$ cat src/rtl/gate_tt_sweeper.sv
// rtl/gate_tt_sweeper.sv - sequential truth-table sweeper for 2-input gates
// Drives a/b through 00..11, samples gate_o after a settle window, reports mismatches.
module gate_tt_sweeper #(
  parameter int SETTLE_CYC = 2,
  parameter int CNT_W      = 4
) (
  input  logic       clk,
  input  logic       rst_n,
  input  logic       start,
  input  logic [3:0] exp_tt,
  input  logic       gate_o,
  output logic       a,
  output logic       b,
  output logic [1:0] vec_idx,
  output logic       busy,
  output logic       done,
  output logic       pass,
  output logic [3:0] err_mask
);

  typedef enum logic {IDLE, SETTLE} state_t;

  state_t           state_q, state_d;
  logic [CNT_W-1:0] cnt_q, cnt_d;
  logic [3:0]       exp_q, exp_d;
  logic [3:0]       err_d, err_upd;
  logic [1:0]       vec_d;
  logic             a_d, b_d, busy_d, done_d, pass_d;
  logic             sample_edge;

  assign sample_edge = (cnt_q == CNT_W'(SETTLE_CYC - 1));

  // Result mask including the vector being sampled this edge.
  always_comb begin
    err_upd          = err_mask;
    err_upd[vec_idx] = gate_o ^ exp_q[vec_idx];
  end

  always_ff @(posedge clk or negedge rst_n) begin
    if (!rst_n) state_q <= IDLE;
    else        state_q <= state_d;
  end

  always_comb begin
    state_d = state_q;
    case (state_q)
      IDLE:    if (start) state_d = SETTLE;
      SETTLE:  if (sample_edge && vec_idx == 2'd3) state_d = IDLE;
      default: state_d = IDLE;
    endcase
  end

  always_comb begin
    cnt_d  = cnt_q;
    exp_d  = exp_q;
    err_d  = err_mask;
    vec_d  = vec_idx;
    a_d    = a;
    b_d    = b;
    busy_d = busy;
    pass_d = pass;
    done_d = 1'b0;
    case (state_q)
      IDLE: begin
        if (start) begin
          exp_d      = exp_tt;
          vec_d      = 2'd0;
          {a_d, b_d} = 2'b00;
          err_d      = 4'd0;
          pass_d     = 1'b0;
          busy_d     = 1'b1;
          cnt_d      = '0;
        end
      end
      SETTLE: begin
        if (sample_edge) begin
          cnt_d = '0;
          err_d = err_upd;
          if (vec_idx != 2'd3) begin
            vec_d      = vec_idx + 2'd1;
            {a_d, b_d} = vec_idx + 2'd1;
          end else begin
            done_d     = 1'b1;
            pass_d     = (err_upd == 4'd0);
            busy_d     = 1'b0;
            vec_d      = 2'd0;
            {a_d, b_d} = 2'b00;
          end
        end else begin
          cnt_d = cnt_q + CNT_W'(1);
        end
      end
      default: ;
    endcase
  end

  always_ff @(posedge clk or negedge rst_n) begin
    if (!rst_n) begin
      cnt_q    <= '0;
      exp_q    <= 4'd0;
      err_mask <= 4'd0;
      vec_idx  <= 2'd0;
      a        <= 1'b0;
      b        <= 1'b0;
      busy     <= 1'b0;
      done     <= 1'b0;
      pass     <= 1'b0;
    end else begin
      cnt_q    <= cnt_d;
      exp_q    <= exp_d;
      err_mask <= err_d;
      vec_idx  <= vec_d;
      a        <= a_d;
      b        <= b_d;
      busy     <= busy_d;
      done     <= done_d;
      pass     <= pass_d;
    end
  end

endmodule

$ cat config.mk
export PLATFORM = sky130hd
export DESIGN_NAME = gate_tt_sweeper
export DESIGN_NICKNAME = d
export VERILOG_FILES = /design/src/rtl/gate_tt_sweeper.sv
export SDC_FILE = /design/constraint.sdc
export NUM_CORES = 1
export LEC_CHECK = 0
export CORE_UTILIZATION = 53
export CTS_CLUSTER_DIAMETER = 120
export DETAILED_ROUTE_END_ITERATION = 8
export PLACE_DENSITY = 0.82
export SYNTH_ARGS = -nofsm -noshare
export SYNTH_HDL_FRONTEND = slang
export SYNTH_SLANG_ARGS = --single-unit
$ cat constraint.sdc
create_clock -name clk -period 2.7 [get_ports clk]
set_clock_uncertainty 0.2 [all_clocks]
set_input_delay 0.81 -clock clk [delete_from_list [all_inputs] [get_ports clk]]
set_output_delay 0.81 -clock clk [all_outputs]
set_load 0.1 [all_outputs]
==> results.md <==
Worst setup path:
- The beginning of the worst register-to-register path is vec_idx[0].
- The critical path goes through buf_4.
- The largest single stage delay on the critical path is 480 ps.
- On the critical path, the stage with the largest delay is an instance of dfrtp_1.
- The highest net fanout along the worst path is 6.
- The most critical setup path has its startpoint at vec_idx[0].
- STA puts the critical path data required time at 1690 ps.
- Data arrives at the worst endpoint at roughly 1100 ps.
- The critical path in this run is classified as flip-flop to output port.
- Grouping stages by cell kind, the critical path spends the most delay in flip-flops.
- STA classifies the critical path startpoint as a flip-flop.
- STA classifies the critical path endpoint as an output port.
- The buffers plus inverters on the worst setup path is 1.

Die:
- The number of rows in the core area is 14.
- The die outline height is 44.1 um.
- The die is approximately 44 um wide.
- The floorplan die area is 1950 um^2.
- The region available for standard cell placement spans 1580 um^2.
- The I/O pin total is 19.
- The effective utilization at floorplan is 59.6%.

Clocking:
- The number of clock buffers added by TritonCTS is 3.
- The total of hold buffers inserted after clock tree synthesis is 0.
- The clock tree from TritonCTS is built.
- The maximum count of clock buffers along a single path is 2.
- The clock input transition at the sequential cells of the worst setup and hold paths is 100 ps.
- The clock network latency to the later pin of the worst-skew pair is 280 ps.
- The CTS sink count is 18.
- The post-cts resize count is 0.
- In this run the number of H-tree levels came out at 1.
- The tree is rooted in a clkbuf_4.
- In this run the post-CTS setup repair buffer count came out at 0.

Routing:
- The DRC violation count after routing is 0.
- The routed length per placed instance is 12.6 um.
- The routed layout has about 640 vias.
- The per-cell via count in the routed design is 5.65.
- The number of iterations in the first detailed-routing pass is 6.
- The initial DRC count is 14.
- The total routed wirelength is ~1400 um.
- The post-route antenna net violation count is 0.

Timing:
- The worst slew margin relative to its limit is 81.3%.
- The number of max-slew violations in the final report was 0.
- The final number of hold-violating endpoints is 0.
- The transition time of the tightest slew-check pin is around 280 ps.
- For this run, the top clock speed supported by timing is roughly 470 MHz.
- The final period demand of the worst path is 2110 ps.
- For the final routed database, the setup TNS stands at 0 ps.
- Setup violations remaining at the end of the flow were counted as 0.
- The part of the cycle the worst path needs is 78.2%.
- Setup repair after global routing left no endpoint under its margin.

Place:
- Port buffering added 18 buffers.
- At the end of routability-driven placement, the weighted congestion stood at 0.744.
- The cell area after placement is about 1100 um^2.
- The total half-perimeter wirelength after legalization and detailed placement is 1090 um.

Synthesis:
- In this run the biggest area consumer among cell types represents 47.9% of the synthesized area.
- Averaged over all synthesized cells, the footprint is 11.9 um^2.
- The number of distinct standard cells referenced by the synthesized netlist is 26.
- The number of warnings issued by yosys is 0.
- The net count after synthesis is between 90 and 100.
- Of all cell types, the one taking the most synthesized area is dfrtp_1.
- The mapped netlist covers 940 um^2.
- Ranked by total cell area, the synthesized netlist is headed by dfrtp_1, ha_1, mux2i_1.
- Summing the sequential cell areas from Yosys gives 47.9% of the chip area.
- The gate count of the mapped netlist is 79.
- The number of storage elements in the synthesis netlist is 18.

Run:
- The number of max-capacitance violations reported is 0.

Finish:
- The final-stage net count is 113.
- The area growth from synthesis to layout is 20.9%.
- In the layout the commonest cells are dfrtp_1, buf_4, inv_1, clkdlybuf4s50_1, ha_1.
- The share of final-layout standard cells stronger than drive strength 1 is 30.6%.
- The layout filler cell count is about 130.
- The most common cell after layout, fill and taps aside is dfrtp_1.
- The count of antenna diodes in the layout is 0.
- The final design instance area without fill is about 1100 um^2.

Min path:
- The worst min-delay path category is flip-flop to flip-flop.
- The worst hold path begins at busy.

Global route:
- The first-pass GRT wire length is 2700 um.
- Entering global routing, the biggest net connects 19 pins.
- Global routing consumed, over all layers together, 18.7% of the routing resources.
- The number of global-route vias before repair is 642.
- The global-route congestion overflow total is 0.
- The number of antenna violations at the first check in global routing is 0.

Run status:
- The flow ran to the end, and the final reports show no timing, DRC or antenna violations.
sequential cells by signal, summed over array words and instances (netlist names):
register  count
cnt_q         4
vec_idx       1
pass          1
busy          1
state_q       1
err_mask      4
a             1
done          1
exp_q         4
cell families after synthesis:
| logic type | synth area share [%] |
|---|---|
| simple gates | 9.32 |
| xor+xnor | 1.73 |
| compound gates | 14.0 |
| fa+ha+maj | 7.99 |
| mux | 12.5 |
| flops | 47.9 |
| buf+inv | 6.52 |
cell usage after synthesis (all sizes together):
library cell and instances:
nand3b 1, xor2 1, o31ai 2, a32o 4, mux2i 5, a21oi 2
mux2 4, and4bb 1, ha 6, o41ai 1, mux4 1, nand2 4
nand4 1, o22ai 1, nand3 2, buf 6, or3b 1, inv 7
o21ai 3, nor2 1, nor3 1, nor2b 3, a211o 1, a21o 2
dfrtp 18
stage by stage:
stage	instances	util, %	hold WS, ps	worst slack [ps]
floorplan	79	-	257	275
global placement	110	69.8	274	410
detailed placement	110	69.8	272	398
CTS	114	72.1	295	580
global route	114	72.1	302	521
finish	114	72.1	288	588
layout make-up:
class	instances	area [um^2]	share of cell area, %
flip-flops and latches	18	450	39.6
multi-input cells	48	428	37.7
repair buffers	21	175	15.4
clock buffers	4	36.3	3.19
inverters	7	26.3	2.31
well taps	16	20.0	1.76
final timing paths:
path / slack (ps) / endpoint / depth (start not counted)
max in group asynchronous: 1470 / cnt_q[1] / 2
min in group asynchronous: 630 / err_mask[1] / 2
hold / removal: 290 / busy / 1
hold reg to reg: 290 / busy / 1
setup reg to reg: 860 / pass / 3
setup / recovery: 590 / vec_idx[0] / 1
per-layer routing:
| metal | up-vias | GRT usage (%) | wire [um] |
|---|---|---|---|
| met5 | - | 0 | 0 |
| met4 | 0 | 7.27 | 0 |
| met3 | 0 | 4.08 | 54 |
| met2 | 19 | 28.5 | 628 |
| met1 | 305 | 26.1 | 754 |
| li1 | 320 | - | - |
Power is left out: the tool's default activity adds up to more than one toggle a clock period on the data nets, which glitch-free logic cannot reach.
